===== config.mk =====
export PLATFORM = sky130hd
export DESIGN_NAME = inv_state_array
export DESIGN_NICKNAME = d
export VERILOG_FILES = /design/src/rtl/inv_state_array.sv
export SDC_FILE = /design/constraint.sdc
export NUM_CORES = 1
export LEC_CHECK = 0
export BUFFER_PORTS_ARGS = -buffer_cell sky130_fd_sc_hd__buf_2
export CAP_MARGIN = 10
export CORE_MARGIN = 5
export CORE_UTILIZATION = 45
export CTS_BUF_LIST = sky130_fd_sc_hd__clkbuf_4 sky130_fd_sc_hd__clkbuf_8
export DETAILED_ROUTE_END_ITERATION = 10
export SYNTH_ARGS = -nofsm -noshare
export SYNTH_HDL_FRONTEND = slang
export SYNTH_SLANG_ARGS = --single-unit
export TNS_END_PERCENT = 100

===== constraint.sdc =====
create_clock -name i_clk -period 5.3 [get_ports i_clk]
set_clock_uncertainty 0.1 [all_clocks]
set_input_delay 1.06 -clock i_clk [delete_from_list [all_inputs] [get_ports i_clk]]
set_output_delay 1.06 -clock i_clk [all_outputs]
set_load 0.02 [all_outputs]

===== src/rtl/inv_state_array.sv =====
// Byte-serial 4x4 AES state buffer for the decrypt path: loads 16 bytes column-major,
// applies InvShiftRows in place, and streams the result one column per valid/ready beat.

module inv_state_row #(
    parameter int WIDTH = 8
) (
    input  logic                  clk,
    input  logic                  rst_n,
    input  logic                  clr,
    input  logic                  wr_en,
    input  logic [1:0]            wr_col,
    input  logic [WIDTH-1:0]      wr_data,
    input  logic                  rot_en,
    output logic [3:0][WIDTH-1:0] row
);

    // Right rotation: new[c] = old[(c+3)%4]
    always_ff @(posedge clk or negedge rst_n) begin
        if (!rst_n) begin
            row <= '0;
        end else if (clr) begin
            row <= '0;
        end else if (wr_en) begin
            row[wr_col] <= wr_data;
        end else if (rot_en) begin
            row <= {row[2], row[1], row[0], row[3]};
        end
    end

endmodule

module inv_state_array #(
    parameter int WIDTH = 8
) (
    input  logic               i_clk,
    input  logic               i_rst_n,
    input  logic               i_clr,
    input  logic               i_in_valid,
    output logic               o_in_ready,
    input  logic [WIDTH-1:0]   i_in_data,
    output logic               o_col_valid,
    input  logic               i_col_ready,
    output logic [4*WIDTH-1:0] o_col_data,
    output logic [1:0]         o_col_idx,
    output logic               o_busy
);

    typedef enum logic [1:0] {
        ST_LOAD   = 2'd0,
        ST_SHIFT  = 2'd1,
        ST_UNLOAD = 2'd2
    } state_t;

    state_t     state, state_n;
    logic [3:0] cnt, cnt_n;
    logic [1:0] k, k_n;
    logic [1:0] idx, idx_n;

    logic [3:0][3:0][WIDTH-1:0] s;
    logic load_fire;

    // A clear in the same cycle suppresses the store
    assign load_fire = (state == ST_LOAD) && i_in_valid && !i_clr;

    for (genvar r = 0; r < 4; r++) begin : g_row
        inv_state_row #(.WIDTH(WIDTH)) u_row (
            .clk     (i_clk),
            .rst_n   (i_rst_n),
            .clr     (i_clr),
            .wr_en   (load_fire && (cnt[1:0] == 2'(r))),
            .wr_col  (cnt[3:2]),
            .wr_data (i_in_data),
            .rot_en  ((state == ST_SHIFT) && (2'(r) >= k)),
            .row     (s[r])
        );
    end

    always_ff @(posedge i_clk or negedge i_rst_n) begin
        if (!i_rst_n) begin
            state <= ST_LOAD;
            cnt   <= '0;
            k     <= '0;
            idx   <= '0;
        end else begin
            state <= state_n;
            cnt   <= cnt_n;
            k     <= k_n;
            idx   <= idx_n;
        end
    end

    always_comb begin
        state_n = state;
        cnt_n   = cnt;
        k_n     = k;
        idx_n   = idx;
        if (i_clr) begin
            state_n = ST_LOAD;
            cnt_n   = '0;
            k_n     = '0;
            idx_n   = '0;
        end else begin
            case (state)
                ST_LOAD: begin
                    if (i_in_valid) begin
                        cnt_n = cnt + 4'd1;
                        if (cnt == 4'd15) begin
                            state_n = ST_SHIFT;
                            k_n     = 2'd1;
                        end
                    end
                end
                ST_SHIFT: begin
                    k_n = k + 2'd1;
                    if (k == 2'd3) state_n = ST_UNLOAD;
                end
                ST_UNLOAD: begin
                    if (i_col_ready) begin
                        idx_n = idx + 2'd1;
                        if (idx == 2'd3) state_n = ST_LOAD;
                    end
                end
                default: begin
                    state_n = ST_LOAD;
                    cnt_n   = '0;
                    k_n     = '0;
                    idx_n   = '0;
                end
            endcase
        end
    end

    assign o_in_ready  = (state == ST_LOAD);
    assign o_col_valid = (state == ST_UNLOAD);
    assign o_busy      = (state == ST_SHIFT) || (state == ST_UNLOAD);
    assign o_col_idx   = idx;

    always_comb begin
        o_col_data = '0;
        if (state == ST_UNLOAD)
            o_col_data = {s[0][idx], s[1][idx], s[2][idx], s[3][idx]};
    end

endmodule


==> results of run 1 <==
==> logic make-up (layout without fill, tap and decap cells) <==
kind of cell / Yosys count / in the layout / synth area share
AND/OR/NAND/NOR: 258 / 258 / 0.165
buffers and inverters: 92 / 105 / 0.0575
multiplexers: 64 / 64 / 0.125
flip-flops: 138 / 138 / 0.415
adder cells (fa/ha/maj): 12 / 12 / 0.0181
AO/OA/AOI/OAI: 253 / 253 / 0.219
==> layout make-up <==
| cell class | count | area, sq um |
|---|---|---|
| multi-input cells | 587 | 4410 |
| clock buffers | 22 | 297 |
| fillers | 1672 | 9140 |
| flip-flops and latches | 138 | 3450 |
| repair buffers | 63 | 364 |
| well taps | 229 | 287 |
| inverters | 11 | 41.3 |
| clock inverters | 9 | 95.1 |
==> how the worst min path moves through the flow <==
stage                                       from                      to  slack, ps  cells after the start
final                      g_row[3].u_row.row[3]   g_row[3].u_row.row[3]        410                      2
after detailed placement  g_row[3].u_row.row[30]  g_row[3].u_row.row[30]        390                      2
after floorplan           g_row[3].u_row.row[16]  g_row[3].u_row.row[16]        360                      2
after CTS                 g_row[3].u_row.row[30]  g_row[3].u_row.row[30]        410                      2
after global routing      g_row[3].u_row.row[30]  g_row[3].u_row.row[30]        430                      2
after global placement    g_row[3].u_row.row[25]  g_row[3].u_row.row[25]        370                      2
==> critical path, delay by kind of cell, from the launching register on <==
| family | cells | cell delay [ps] |
|---|---|---|
| muxes | 1 | 500 |
| and+or+nand+nor | 1 | 160 |
| DFF | 1 | 1040 |
| buffers and inverters | 2 | 470 |
==> per-layer routing <==
layer | part of all wire | vias to the layer above
met5 | 0.00054 | -
met4 | 0.027 | 2
met3 | 0.062 | 53
met2 | 0.47 | 305
met1 | 0.44 | 3575
li1 | - | 3110
==> per-stage QoR <==
stage	area [sq um]	setup WS, ps
final	8940	1490
after global routing	8940	1330
after CTS	8930	1440
after detailed placement	8540	1820
after global placement	8540	1920
after floorplan	8320	2400
==> cell usage after synthesis, drive strengths merged, types with 3 or more instances <==
| master | number | area share |
|---|---|---|
| a21oi | 84 | 0.054 |
| a22oi | 25 | 0.023 |
| a31oi | 32 | 0.024 |
| and2 | 34 | 0.026 |
| and3 | 65 | 0.049 |
| buf | 51 | 0.039 |
| clkbuf | 30 | 0.014 |
| dfrtp | 138 | 0.42 |
| ha | 12 | 0.018 |
| inv | 11 | 0.0050 |
| mux2i | 32 | 0.039 |
| mux4 | 32 | 0.087 |
| nand2 | 81 | 0.039 |
| nand2b | 12 | 0.0090 |
| nand3 | 3 | 0.0018 |
| nand4 | 3 | 0.0023 |
| nor2 | 16 | 0.0078 |
| nor3 | 36 | 0.022 |
| o21ai | 27 | 0.016 |
| o221ai | 7 | 0.0074 |
| o31ai | 5 | 0.0069 |
| o32a | 64 | 0.077 |
==> power by group <==
part | switching, mW | internal (mW) | total [mW]
Sequential | 0.0633 | 1.13 | 1.20
Clock | 0.414 | 0.465 | 0.879
Combinational | 0.167 | 0.142 | 0.309
Total | 0.644 | 1.74 | 2.38
==> state kept, by name (all words and copies together) (netlist names) <==
register and cells:
g_row.u_row.row 128, o_col_idx 2, cnt 4, state 2, k 2
==> results.json, run 1 <==
{
  "outcome": "finished, final reports clean",
  "grt_max_degree": 106,
  "synth-edff-count": 0,
  "htreeDepth": 4,
  "async_flop_share": 1.00,
  "antenna_found_initial": 1,
  "postCtsSetupRepairBufs": 0,
  "grt.met3_usage": 0.0361,
  "seq_area_frac_synth": 0.415,
  "finalWirelength_microns": 24000,
  "synthCells": 817,
  "max_slew_margin": 0.204,
  "rsz0062_at_grt": "false",
  "path_cells": "buf_4 > mux4_2 > and2_1 > buf_2",
  "io_pins": 50,
  "syn_to_final_growth_pct": 7.52,
  "cts_hold_buf": 0,
  "diodes": 0,
  "cts.sinks": 138,
  "grt_overflow_total": 0,
  "drtIter0Drc": 706,
  "grt_pass1_wl_microns": 38600,
  "hold_class": "reg2reg",
  "die-height_microns": 146,
  "mostFrequentLayoutCells": "dfrtp_1, nand2_1, a21oi_1",
  "synth_nets": 842,
  "via_count": 7045,
  "instances_no_fill": 1059,
  "setup_viol": 0,
  "syn_area_sq_um": 8320,
  "dpl.hpwl_microns": 14600,
  "ys_dominant_reg_cell": "dfrtp_1",
  "slowest_stage": "dfrtp_2",
  "max_freq_ghz": 0.263,
  "cts_buffers": 17,
  "cap_violations": 0,
  "clk_latency_ps": 460,
  "fin_total_pwr_mw": 2.38,
  "cp_max_fo": 29,
  "holdWs_ps": 406,
  "synth.distinct_cells": 46,
  "tightest_slew_ps": 1190,
  "cp.arrival_ps": 2650,
  "regToRegEndpoint": "g_row[3].u_row.row[18]",
  "total_leakage_power_nw": 4.21,
  "ys_ff_latch": 138,
  "fin_crit_sh": 0.718,
  "cts_tree": "done",
  "grt_pass1_vias": 6913,
  "ant_nets": 0,
  "r2r_slack_ps": 2110,
  "period_needed_ps": 3810,
  "slowest_delay_ps": 1040,
  "gp_congestion": 0.841,
  "wire_per_inst_microns": 22.7,
  "p_per_area_nw_per_um2": 267,
  "cts_root_buffer": "clkbuf_8",
  "met2_usage": 0.346,
  "critPathRequiredTime_ps": 4140,
  "path_class": "reg2out",
  "final_common_cell": "dfrtp_1",
  "die_w_microns": 146,
  "clk_path_buf_depth": 2,
  "grt.met1_usage": 0.318,
  "slew_violations": 0,
  "via_per_inst": 6.65,
  "crit-reg2reg-launch": "state[1]",
  "final_nets": 843,
  "grt-busiest-layer": "met2",
  "track_usage": 0.225,
  "ys_warn_count": 0,
  "avgSynthCellArea_sq_um": 10.2,
  "ir_drop_mv": 0.136,
  "tns_ps": 0,
  "firstDrtPassIters": 5,
  "utilization": 0.495,
  "end_kind": "output port",
  "cts.clk_slew.worst_paths_ps": 80,
  "finalHoldViolations": 0,
  "ff2ff_path_depth": 6,
  "initial_core_util": 0.460,
  "rows": 49,
  "crit_end": "o_col_data[21]",
  "portBuffers": 49,
  "drive_gt1_frac": 0.183,
  "drc": 0,
  "start_kind": "register",
  "coreArea_sq_um": 18100,
  "dp_cells": 1027,
  "die_area_sq_um": 21300,
  "crit_start": "o_col_idx[0]",
  "postCtsResizedCells": 0
}
No activity file was read; power rests on OpenSTA's default activity.
==> run 2, diff against run 1 <==
==> constraint.sdc (replaced) <==
create_clock -name i_clk -period 3.45 [get_ports i_clk]
set_clock_uncertainty 0.1 [all_clocks]
set_input_delay 0.69 -clock i_clk [delete_from_list [all_inputs] [get_ports i_clk]]
set_output_delay 0.69 -clock i_clk [all_outputs]
set_load 0.02 [all_outputs]
==> results.json, run 2 (synthesis gave the netlist of run 1 again) <==
{
  "final_common_cell": "dfrtp_1",
  "diodes": 0,
  "slew_violations": 0,
  "ir_drop_mv": 0.233,
  "setup_viol": 0,
  "grt_pass1_wl_microns": 39300,
  "dpl.hpwl_microns": 15200,
  "largest_register_ffs": 128,
  "regMostFlops": "g_row.u_row.row",
  "outcome": "finished, final reports clean",
  "via_count": 7037,
  "finalHoldViolations": 0,
  "io_pins": 50,
  "drive_gt1_frac": 0.197,
  "cts.sinks": 138,
  "fin_crit_sh": 0.909,
  "ff2ff_path_depth": 6,
  "mostFrequentLayoutCells": "dfrtp_1, nand2_1, a21oi_1",
  "seq_power_share": 0.474,
  "max_slew_margin": 0.305,
  "path_class": "reg2out",
  "postCtsResizedCells": 0,
  "start_kind": "register",
  "worst_slack_ps": 314,
  "slowest_delay_ps": 700,
  "initial_core_util": 0.460,
  "cts_hold_buf": 0,
  "clk_latency_ps": 450,
  "cts_buffers": 17,
  "die_w_microns": 146,
  "antenna_found_initial": 0,
  "pwr-share-comb": 0.125,
  "coreArea_sq_um": 18100,
  "rows": 49,
  "postCtsSetupRepairBufs": 0,
  "total_leakage_power_nw": 4.29,
  "track_usage": 0.231,
  "switching_share": 0.265,
  "firstDrtPassIters": 5,
  "drc": 0,
  "path_cells": "buf_4 > mux4_2 > and2_1 > buf_2",
  "finalWirelength_microns": 24700,
  "power_switching_mw": 1.03,
  "portBuffers": 49,
  "p_per_area_nw_per_um2": 424,
  "cap_violations": 0,
  "cts.clk_slew.worst_paths_ps": 80,
  "syn_to_final_growth_pct": 9.87,
  "htreeDepth": 4,
  "biggestRegsByFlops": "g_row.u_row.row x128, cnt x4",
  "cts_tree": "done",
  "via_per_inst": 6.56,
  "critPathRequiredTime_ps": 2660,
  "p_int_mw": 2.85,
  "cp.arrival_ps": 2350,
  "pre_cts_slack_ps": 770,
  "max_freq_ghz": 0.319,
  "grt_pass1_vias": 7033,
  "tns_ps": 0,
  "utilization": 0.505,
  "hold_class": "in2async",
  "tightest_slew_ps": 1040,
  "drtIter0Drc": 711,
  "grt_overflow_total": 0,
  "slowest_stage": "dfrtp_2",
  "r2r_slack_ps": 780,
  "rsz0062_at_grt": "false",
  "crit-reg2reg-launch": "state[1]",
  "grt_max_degree": 81,
  "ant_nets": 0,
  "period_needed_ps": 3140,
  "end_kind": "output port",
  "final_nets": 856,
  "clockPowerShare": 0.401,
  "die_area_sq_um": 21300,
  "regToRegEndpoint": "g_row[2].u_row.row[16]",
  "die-height_microns": 146,
  "gp_congestion": 0.802,
  "cp_max_fo": 13,
  "clk_path_buf_depth": 2,
  "cts_root_buffer": "clkbuf_8",
  "wire_per_inst_microns": 23.0
}
[run 2: layout make-up]
class                   count  area (sq um)
fillers                  1635          8950
multi-input cells         587          4410
flip-flops and latches    138          3450
repair buffers             76           487
clock buffers              22           303
well taps                 229           287
clock inverters            10           161
inverters                  11          41.3
[run 2: worst max-delay path by stage]
| stage | startpoint | endpoint | cells after the start |
|---|---|---|---|
| after floorplan | o_col_idx[0] | o_col_data[16] | 4 |
| after global placement | o_col_idx[0] | o_col_data[30] | 4 |
| after detailed placement | o_col_idx[0] | o_col_data[30] | 4 |
| after CTS | o_col_idx[0] | o_col_data[30] | 4 |
| after global routing | o_col_idx[0] | o_col_data[30] | 4 |
| final | o_col_idx[0] | o_col_data[25] | 4 |
[run 2: critical path, delay by kind of cell, from the launching register on]
family                 cells  cell delay (ps)
multiplexers               1              530
buffers and inverters      2              490
AND/OR/NAND/NOR            1              160
flip-flops                 1              700
[run 2: power groups by stage]
stage                     sequential (mW)  clock [mW]  combinational, mW
after detailed placement             1.87           0              0.485
after floorplan                      1.83           0              0.360
after CTS                            1.83        1.57              0.486
after global placement               1.86           0              0.466
final                                1.84        1.55              0.484
after global routing                 1.85        1.65              0.531
[run 2: per-layer routing]
| layer | track usage | wire length, microns |
|---|---|---|
| met1 | 0.315 | 10700 |
| met2 | 0.371 | 11900 |
| met3 | 0.0445 | 1590 |
| met4 | 0.0788 | 441 |
| met5 | 0 | 0 |
[run 2: through the flow]
step | std cells | power (mW) | area (sq um) | hold WS, ps
floorplan | 817 | 2.19 | 8320 | 294
global placement | 1040 | 2.32 | 8660 | 379
detailed placement | 1040 | 2.35 | 8660 | 392
CTS | 1072 | 3.89 | 9120 | 207
global route | 1073 | 4.03 | 9140 | 252
finish | 1073 | 3.88 | 9140 | 176
==> run 3, diff against run 2 <==
--- a/config.mk
+++ b/config.mk
@@ -11,6 +11,7 @@
 export CORE_UTILIZATION = 45
 export CTS_BUF_LIST = sky130_fd_sc_hd__clkbuf_4 sky130_fd_sc_hd__clkbuf_8
 export DETAILED_ROUTE_END_ITERATION = 10
+export PLACE_DENSITY = 0.69
 export SYNTH_ARGS = -nofsm -noshare
 export SYNTH_HDL_FRONTEND = slang
 export SYNTH_SLANG_ARGS = --single-unit
==> results.json, run 3 (synthesis gave the netlist of run 1 again) <==
{
  "path_class": "reg2out",
  "tightest_slew_ps": 1040,
  "start_kind": "register",
  "worst_slack_ps": 544,
  "biggestRegsByFlops": "g_row.u_row.row x128, cnt x4",
  "setup_viol": 0,
  "die-height_microns": 146,
  "final_nets": 849,
  "clk_path_buf_depth": 2,
  "via_per_inst": 6.45,
  "cts.sinks": 138,
  "cts_hold_buf": 0,
  "initial_core_util": 0.460,
  "cts.clk_slew.worst_paths_ps": 80,
  "cp.arrival_ps": 2120,
  "p_per_area_nw_per_um2": 429,
  "grt_max_degree": 67,
  "nFillCells": 1691,
  "finalWirelength_microns": 23100,
  "drc": 0,
  "post_dp_cell_area_sq_um": 8630,
  "rsz0062_at_grt": "false",
  "track_usage": 0.218,
  "ant_nets": 0,
  "slew_violations": 0,
  "postCtsResizedCells": 0,
  "final_common_cell": "dfrtp_1",
  "diodes": 0,
  "period_needed_ps": 2910,
  "portBuffers": 49,
  "htreeDepth": 4,
  "io_pins": 50,
  "regMostFlops": "g_row.u_row.row",
  "cts_tree": "done",
  "grt_overflow_total": 0,
  "wire_per_inst_microns": 21.6,
  "die_w_microns": 146,
  "ir_drop_mv": 0.270,
  "firstDrtPassIters": 5,
  "pre_cts_slack_ps": 636,
  "cts_buffers": 17,
  "final_area_sq_um": 9100,
  "coreArea_sq_um": 18100,
  "syn_to_final_growth_pct": 9.37,
  "cap_violations": 0,
  "tns_ps": 0,
  "cts_root_buffer": "clkbuf_8",
  "end_kind": "output port",
  "drive_gt1_frac": 0.191,
  "max_slew_margin": 0.308,
  "rows": 49,
  "dpl.hpwl_microns": 14100,
  "clk_latency_ps": 450,
  "fin_crit_sh": 0.842,
  "die_area_sq_um": 21300,
  "outcome": "finished, final reports clean",
  "mostFrequentLayoutCells": "dfrtp_1, nand2_1, a21oi_1",
  "total_leakage_power_nw": 4.26,
  "postCtsSetupRepairBufs": 0,
  "grt_pass1_vias": 6634,
  "via_count": 6873,
  "grt_pass1_wl_microns": 37500,
  "max_freq_ghz": 0.344,
  "holdWs_ps": 139,
  "drtIter0Drc": 742,
  "cp_max_fo": 20,
  "hold_class": "in2async",
  "gp_congestion": 0.825,
  "antenna_found_initial": 0,
  "critPathRequiredTime_ps": 2660,
  "largest_register_ffs": 128,
  "finalHoldViolations": 0
}
## run 3: per-stage QoR
step	instances	power, mW	util
global route	1066	4.06	0.503
CTS	1066	3.92	0.503
floorplan	817	2.19	-
global placement	1034	2.33	0.477
detailed placement	1034	2.34	0.477
finish	1066	3.90	0.503
## run 3: area by class of cell
cell class	count	area, sq um	area share
clock buffers	18	241	0.0265
flip-flops and latches	138	3460	0.380
multi-input cells	587	4410	0.484
inverters	11	41.3	0.00454
clock inverters	14	228	0.0250
repair buffers	69	439	0.0483
well taps	229	287	0.0315
## run 3: metal layers
metal	global-route usage	up-vias	routed length (microns)
li1	-	3136	-
met1	0.319	3465	10500
met2	0.328	243	10800
met3	0.0411	29	1340
met4	0.0717	0	452
met5	0	-	0
## run 3: worst max-delay path, stage by stage (launching register included)
cell and delay, ps:
dfrtp_2 360, buf_4 390, mux4_2 570, and2_1 180, buf_2 150
## run 3: final timing paths
| check | start | endpoint | slack, ps | cells after the start |
|---|---|---|---|---|
| setup / recovery | o_col_idx[0] | o_col_data[22] | 540 | 4 |
| max in group asynchronous | i_rst_n | g_row[2].u_row.row[19] | 2260 | 2 |
| hold / removal | i_rst_n | g_row[3].u_row.row[30] | 140 | 1 |
| hold reg to reg | g_row[3].u_row.row[31] | g_row[3].u_row.row[31] | 400 | 2 |
| setup reg to reg | cnt[0] | g_row[0].u_row.row[4] | 770 | 7 |
| min in group i_clk | g_row[3].u_row.row[31] | g_row[3].u_row.row[31] | 400 | 2 |
## run 3: report_power, final
group | internal [mW] | switching, mW
Clock | 0.934 | 0.652
Combinational | 0.223 | 0.256
Sequential | 1.74 | 0.0955
